[src/rtl/vga_timing_gen.sv]
// rtl/vga_timing_gen.sv - VGA raster timing generator with pixel-enable divider
// Optional frame counter built when VGA_TIMING_FRAMECNT_EN is defined.
module vga_timing_gen #(
    parameter int H_ACTIVE = 640,
    parameter int H_FP     = 16,
    parameter int H_SYNC   = 96,
    parameter int H_BP     = 48,
    parameter int V_ACTIVE = 480,
    parameter int V_FP     = 10,
    parameter int V_SYNC   = 2,
    parameter int V_BP     = 33,
    parameter bit HS_POL   = 1'b0,
    parameter bit VS_POL   = 1'b0,
    parameter int CLK_DIV  = 2,
    parameter int CNT_W    = 10,
    parameter int FRAME_W  = 8
) (
    input  logic               clk,
    input  logic               clr,
    input  logic               run,
    output logic               pixEn,
    output logic               hSync,
    output logic               vSync,
    output logic               bright,
    output logic [CNT_W-1:0]   hCount,
    output logic [CNT_W-1:0]   vCount,
    output logic [CNT_W-1:0]   pixX,
    output logic [CNT_W-1:0]   pixY,
    output logic               lineStart,
    output logic               frameStart,
    output logic [FRAME_W-1:0] frameCnt
);
    localparam int H_TOTAL = H_SYNC + H_BP + H_ACTIVE + H_FP;
    localparam int V_TOTAL = V_SYNC + V_BP + V_ACTIVE + V_FP;
    localparam int DIV_W   = (CLK_DIV > 1) ? $clog2(CLK_DIV) : 1;

    localparam logic [DIV_W-1:0] DIV_MAX    = DIV_W'(CLK_DIV - 1);
    localparam logic [CNT_W-1:0] H_MAX      = CNT_W'(H_TOTAL - 1);
    localparam logic [CNT_W-1:0] V_MAX      = CNT_W'(V_TOTAL - 1);
    localparam logic [CNT_W-1:0] H_SYNC_END = CNT_W'(H_SYNC);
    localparam logic [CNT_W-1:0] V_SYNC_END = CNT_W'(V_SYNC);
    localparam logic [CNT_W-1:0] H_ACT_LO   = CNT_W'(H_SYNC + H_BP);
    localparam logic [CNT_W-1:0] V_ACT_LO   = CNT_W'(V_SYNC + V_BP);
    localparam logic [CNT_W-1:0] H_ACT_LAST = CNT_W'(H_SYNC + H_BP + H_ACTIVE - 1);
    localparam logic [CNT_W-1:0] V_ACT_LAST = CNT_W'(V_SYNC + V_BP + V_ACTIVE - 1);

    logic [DIV_W-1:0] div_q, div_d;
    logic [CNT_W-1:0] h_q, h_d, v_q, v_d;
    logic [CNT_W-1:0] pix_x_q, pix_x_d, pix_y_q, pix_y_d;
    logic             hsync_q, hsync_d, vsync_q, vsync_d;
    logic             bright_q, bright_d, line_q, line_d, frame_q, frame_d;
    logic             h_wrap, v_wrap, h_act, v_act;

    assign pixEn  = run && (div_q == DIV_MAX);
    assign h_wrap = (h_q == H_MAX);
    assign v_wrap = (v_q == V_MAX);

    // Outputs are decoded from the next-state counts so they move with the counters.
    always_comb begin
        div_d = div_q;
        h_d   = h_q;
        v_d   = v_q;
        if (run) begin
            div_d = (div_q == DIV_MAX) ? '0 : div_q + 1'b1;
        end
        if (pixEn) begin
            h_d = h_wrap ? '0 : h_q + 1'b1;
            if (h_wrap) begin
                v_d = v_wrap ? '0 : v_q + 1'b1;
            end
        end
        line_d   = pixEn && h_wrap;
        frame_d  = line_d && v_wrap;
        h_act    = (h_d >= H_ACT_LO) && (h_d <= H_ACT_LAST);
        v_act    = (v_d >= V_ACT_LO) && (v_d <= V_ACT_LAST);
        bright_d = h_act && v_act;
        hsync_d  = (h_d < H_SYNC_END) ? HS_POL : ~HS_POL;
        vsync_d  = (v_d < V_SYNC_END) ? VS_POL : ~VS_POL;
        pix_x_d  = bright_d ? h_d - H_ACT_LO : '0;
        pix_y_d  = bright_d ? v_d - V_ACT_LO : '0;
    end

    always_ff @(posedge clk) begin
        if (clr) begin
            div_q    <= '0;
            h_q      <= '0;
            v_q      <= '0;
            hsync_q  <= HS_POL;
            vsync_q  <= VS_POL;
            bright_q <= 1'b0;
            pix_x_q  <= '0;
            pix_y_q  <= '0;
            line_q   <= 1'b0;
            frame_q  <= 1'b0;
        end else begin
            div_q    <= div_d;
            h_q      <= h_d;
            v_q      <= v_d;
            hsync_q  <= hsync_d;
            vsync_q  <= vsync_d;
            bright_q <= bright_d;
            pix_x_q  <= pix_x_d;
            pix_y_q  <= pix_y_d;
            line_q   <= line_d;
            frame_q  <= frame_d;
        end
    end

    assign hSync      = hsync_q;
    assign vSync      = vsync_q;
    assign bright     = bright_q;
    assign hCount     = h_q;
    assign vCount     = v_q;
    assign pixX       = pix_x_q;
    assign pixY       = pix_y_q;
    assign lineStart  = line_q;
    assign frameStart = frame_q;

`ifdef VGA_TIMING_FRAMECNT_EN
    logic [FRAME_W-1:0] frame_cnt_q;

    always_ff @(posedge clk) begin
        if (clr) begin
            frame_cnt_q <= '0;
        end else if (frame_d) begin
            frame_cnt_q <= frame_cnt_q + 1'b1;
        end
    end

    assign frameCnt = frame_cnt_q;
`else
    assign frameCnt = '0;
`endif

endmodule

[config.mk]
export PLATFORM = sky130hd
export DESIGN_NAME = vga_timing_gen
export DESIGN_NICKNAME = d
export VERILOG_FILES = /design/src/rtl/vga_timing_gen.sv
export SDC_FILE = /design/constraint.sdc
export NUM_CORES = 1
export LEC_CHECK = 0
export ABC_AREA = 1
export CAP_MARGIN = 20
export CORE_ASPECT_RATIO = 1.2
export CORE_UTILIZATION = 51
export DETAILED_ROUTE_END_ITERATION = 8
export HOLD_SLACK_MARGIN = 0.15
export PLACE_DENSITY = 0.93
export RECOVER_POWER = 50
export SYNTH_ARGS = -nofsm -noshare
export SYNTH_HDL_FRONTEND = slang
export SYNTH_SLANG_ARGS = --single-unit
[constraint.sdc]
create_clock -name clk -period 3.1 [get_ports clk]
set_input_delay 0.465 -clock clk [delete_from_list [all_inputs] [get_ports clk]]
set_output_delay 0.465 -clock clk [all_outputs]
set_load 0.02 [all_outputs]
==> Word-level counts from Yosys, hierarchy flattened <==
Index checks and enable logic that the tools add are counted.
{ "classes": {"mux": 8, "reduce_logical": 7, "add_sub_neg": 5, "n_bitwise": 1, "magnitude_cmp": 6, "n_eq_ne": 2} }
{ "op_table": {"columns": ["cell", "n"], "rows": [
  ["10-bit 2-to-1 mux", 5],
  ["10-bit by 1-bit adder with 10-bit output, second input constant", 2],
  ["10-bit equality test, second input constant", 2],
  ["10-bit less-or-equal comparator, second input constant", 2],
  ["10-bit by 6-bit >= comparator with 1-bit output, second input constant", 1],
  ["10-bit by 8-bit >= comparator with 1-bit output, second input constant", 1],
  ["10-bit by 2-bit less-than comparator with 1-bit output, second input constant", 1],
  ["10-bit by 7-bit less-than comparator with 1-bit output, second input constant", 1],
  ["10-bit by 6-bit subtractor with 10-bit output, second input constant", 1],
  ["10-bit by 8-bit subtractor with 10-bit output, second input constant", 1],
  ["1-bit logical AND", 6],
  ["1-bit 2-to-1 mux", 3],
  ["2-bit OR reduction", 1],
  ["1-bit adder, second input constant", 1],
  ["1-bit NOT", 1]
]} }
{ "totals": {"out_inout_bits": 54, "register_bits": 46, "inputBits": 3} }

==> Logic depth before layout (Yosys ltp) <==
{ "logic_depth": {"depth_word": 9, "depth_mapped": 17} }

==> Worst setup path after synthesis <==
Ideal clock, no wire load.
{ "synth_path": {"path_type": "reg-to-reg", "from": "reg h_q[0] (netlist: hCount[0])", "to": "reg pix_y_q[7] (netlist: pixY[7])", "n_path_buf": 1, "t_arrival_ns": 2.375, "path_slack_ns": 0.664, "stages_incl_launch_ff": 17, "cell_sequence": "dfxtp_1 ha_1 nand2_2 nor2_8 nand3_4 nor2_4 nor2_1 inv_1 ha_1 nand2_1 or2_0 nand2_1 nand2_1 nor2_1 nand3_2 buf_6 nor2_4"} }
{ "synth_via": {"elab_chain_len": 8, "elab_cells_between_ends": 16, "classes_between": "2 x add/sub; 4 x order compare; 1 x eq/ne; 4 x mux; 1 x bitwise; 4 x reduce/logical"} }
{ "synth_lines": {"columns": ["element", "line", "rtl"], "rows": [
  ["from (decl)", "48", "logic [CNT_W-1:0] h_q, h_d, v_q, v_d;"],
  ["from (signal assigned)", "86", "h_q <= '0;"],
  ["from (signal assigned)", "97", "h_q <= h_d;"],
  ["10-bit by 1-bit adder with 10-bit output or 10-bit equality test (tied branches)", "67, 55", null],
  ["10-bit 2-to-1 mux, on equally long branches", "67, 68", null],
  ["10-bit 2-to-1 mux", "66", "if (pixEn) begin"],
  ["10-bit by 8-bit >= comparator with 1-bit output (tied with other cells)", "74", "h_act = (h_d >= H_ACT_LO) && (h_d <= H_ACT_LAST);"],
  ["1-bit logical AND, on equally long branches", "74, 75", null],
  ["1-bit logical AND", "76", "bright_d = h_act && v_act;"],
  ["1-bit NOT (no source line)", null, null],
  ["2-bit OR reduction (no source line)", null, null],
  ["to (signal assigned)", "103", "pix_y_q <= pix_y_d;"],
  ["to (decl)", "49", "logic [CNT_W-1:0] pix_x_q, pix_x_d, pix_y_q, pix_y_d;"]
]} }
Several ways; a longest one is shown, not always the timed one.
A chain may end at the register's enable or synchronous reset.

==> Worst setup path in the final report <==
{ "layout_path": {"from": "in run", "to": "reg pix_x_q[2] (netlist: pixX[2])"} }
{ "layout_via": {"elab_chain_len": 7, "elab_cells_between_ends": 13, "classes_between": "1 x add/sub; 4 x order compare; 2 x mux; 1 x bitwise; 5 x reduce/logical"} }
{ "layout_lines": {"columns": ["element", "line", "rtl"], "rows": [
  ["from (decl)", "20", "input logic run,"],
  ["1-bit logical AND (*)", "54", "assign pixEn = run && (div_q == DIV_MAX);"],
  ["10-bit 2-to-1 mux", "66", null],
  ["10-bit by 8-bit >= comparator with 1-bit output (tied with other cells)", "74", null],
  ["1-bit logical AND, on equally long branches", "74, 75", null],
  ["1-bit logical AND", "76", null],
  ["1-bit NOT (no source line)", null, null],
  ["2-bit OR reduction (no source line)", null, null],
  ["to (signal assigned)", "102", "pix_x_q <= pix_x_d;"],
  ["to (decl)", "49", null]
]} }
Mark *: on every way between the ends. The rest lies on a longest branch, timed or not.

==> flow_metrics.tcl <==
set metrics [dict create \
    power.density_mw_per_mm2 340 \
    first_iter_violations 209 \
    num_vias 2363 \
    nets 415 \
    fp-row-count 27 \
    place_inst 456 \
    dp_slack_ps -17.0 \
    internal_power_mw 0.844 \
    dr.pass1.iters 4 \
    cts_setup_buffers 0 \
    power_frac_seq 0.550 \
    clk_latency_ps 300 \
    finalWirelength_um 5770 \
    antennaDiodeCount 0 \
    hp-class "reg -> reg" \
    drtAntennaViolNets 0 \
    ys_ff_latch 46 \
    status "completed" \
    fin_ws_ps 224 \
    peakVddDrop_mv 0.247 \
    final_hold_viol_count 0 \
    syn2layout_area_growth_pct 23.4 \
    dieArea_mm2 0.00534 \
    setup_viol 0 \
    drv_cap 0 \
    cts.path.max_buffers 2 \
    required_ps 3290 \
    slew_violations 0 \
    p_sw_frac 0.220 \
    root_buffer "clkbuf_8" \
    yosysMostFrequentCell "nand2_1" \
    grt_antenna_before_repair 0 \
    grt_pass1_wl_um 9480 \
    gp_congestion 0.923 \
    synth.area.top_cells "dfxtp_1 (36%), nand2_1 (11%), inv_1 (6.4%)" \
    netlist.area_leader.share 0.358 \
    arrival_ps 3070 \
    cts_made_buffers 5 \
    start_util 0.544 \
    cts_tree "done" \
    path_clk_slew_ps 90 \
    ys_warn_count 0 \
    fmax_mhz 348 \
    timing.final.crit_share 0.928 \
    yosysTopAreaCell "dfxtp_1" \
    die_x_um 66.9 \
    final_cells 464 \
    grt_use_total 0.235 \
    synth-seq-area-share 0.358 \
    critical_path_class "in -> reg" \
    ys_types 37 \
    crit_path_start_kind "input port" \
    die_h_um 79.8 \
    p_sw_mw 0.237 \
    power.share.clock 0.414 \
    cellLeakagePower_nw 1.60 \
    clkSinkCount 46 \
    rsz0062_at_grt "no" \
    min_period_ps 2880 \
    cts_hold_buf 0 \
    ys_top_cells_by_count "nand2_1 (73), dfxtp_1 (46), inv_1 (44)" \
    place_hpwl_um 4320 \
    cts.repair.resized 0 \
    synth_cells 351 \
    final_layout_size_suffix_gt1_frac 0.160 \
    fin_skew_ps 7.65 \
    fin_tns_setup_ps 0 \
    async_reset_ff_frac 0 \
    core_area_mm2 0.00473 \
    synth_edf_count 0 \
    syn_area_mm2 0.00257 \
    slew_headroom 0.514 \
    p_comb_frac 0.036 \
    cp_max_fo 10 \
    holdWs_ps 522 \
    htree_levels 2 \
    worst_slew_pin_slew_ps 721 \
    drcViolationCount 0 \
    power_mw 1.08 \
    io_buffers 48 \
    vias_per_cell 5.09 \
    worst_setup_path_end_kind "register" \
    synth.avg_cell_area_um2 7.34 \
    wl_per_cell_um 12.4 \
    grt_max_degree 26 \
    grt-ovfl-total 0 \
    synth_ff_type "dfxtp_1" \
    io_pins 57 \
    grt_pass1_vias 2239 \
]
logic make-up after synthesis:
family / count (synthesis) / share of synthesized area
XOR/XNOR: 10 / 0.0340
buffers and inverters: 66 / 0.115
flip-flops: 46 / 0.358
AND/OR/NAND/NOR: 205 / 0.410
adder cells (fa/ha/maj): 7 / 0.0340
other: 1 / 0.00146
AO/OA/AOI/OAI: 16 / 0.0486
per-stage QoR:
| step | utilization | area [µm²] |
|---|---|---|
| finish | 0.672 | 3180 |
| global route | 0.672 | 3180 |
| CTS | 0.679 | 3210 |
| detailed placement | 0.656 | 3100 |
| global placement | 0.656 | 3100 |
| floorplan | - | 2600 |
power by group through the flow:
stage	Combinational, mW	Sequential (mW)	Clock, mW
after floorplan	0.0341	0.609	0
after global placement	0.0394	0.608	0
after detailed placement	0.0400	0.608	0
after CTS	0.0403	0.594	0.455
after global routing	0.0424	0.595	0.483
final	0.0391	0.594	0.448
critical path, cell delays in order:
cell and delay, ps:
clkdlybuf4s50_1 470, nand2_1 120, clkbuf_1 270, nor3_1 540, nand2_1 100, nand2_1 240, nand2_2 100, o21ai_4 190
nand3_1 130, nand3_2 180, buf_4 230, nor2_2 40
final timing paths:
path                         from  slack [ps]  cells after the start            endpoint
max                           run         220                     12  pixX[2]$_SDFF_PP0_
min            div_q$_SDFFE_PP0P_         520                      2  div_q$_SDFFE_PP0P_
max reg2reg  hCount[0]$_SDFF_PP0_         300                     13  pixX[6]$_SDFF_PP0_
min reg2reg    div_q$_SDFFE_PP0P_         520                      2  div_q$_SDFFE_PP0P_
cell usage in the layout (no fill, tap or decap), drive strengths merged:
| master | count |
|---|---|
| inv | 49 |
| a31oi | 2 |
| clkinvlp | 1 |
| a41oi | 1 |
| ha | 7 |
| nor2 | 70 |
| nor3 | 5 |
| nand2 | 89 |
| a21oi | 1 |
| dfxtp | 46 |
| nand3 | 32 |
| or2 | 2 |
| xnor2 | 4 |
| clkinv | 2 |
| o21ai | 8 |
| bufinv | 1 |
| dlygate4sd3 | 28 |
| clkdlybuf4s50 | 20 |
| o21bai | 3 |
| clkbuf | 8 |
| nand4 | 7 |
| buf | 5 |
| o22ai | 1 |
| conb | 8 |
| xor2 | 6 |
registers in the layout, summed over array words and instances, names as in the netlist:
name	count
pixY	10
pixX	10
vCount	10
vSync	1
div_q	1
lineStart	1
hCount	10
frameStart	1
bright	1
hSync	1
cell type report:
class                           instances  area, µm²
Timing Repair Buffer                   55        526
Multi-Input combinational cell        246       1360
Sequential cell                        46        921
Tap cell                               58       72.6
Clock buffer                            6       72.6
Fill cell                             426       1550
Inverter                               51        191
Clock inverter                          2       37.5
metal layers:
| metal | up-vias | wire length [µm] | share of wire | track usage |
|---|---|---|---|---|
| li1 | 1176 | - | - | - |
| met1 | 1084 | 2320 | 0.40 | 0.257 |
| met2 | 88 | 3040 | 0.53 | 0.409 |
| met3 | 15 | 276 | 0.048 | 0.0529 |
| met4 | 0 | 134 | 0.023 | 0.134 |
| met5 | - | 0 | 0 | 0 |
No activity file was read; power rests on OpenSTA's default activity.
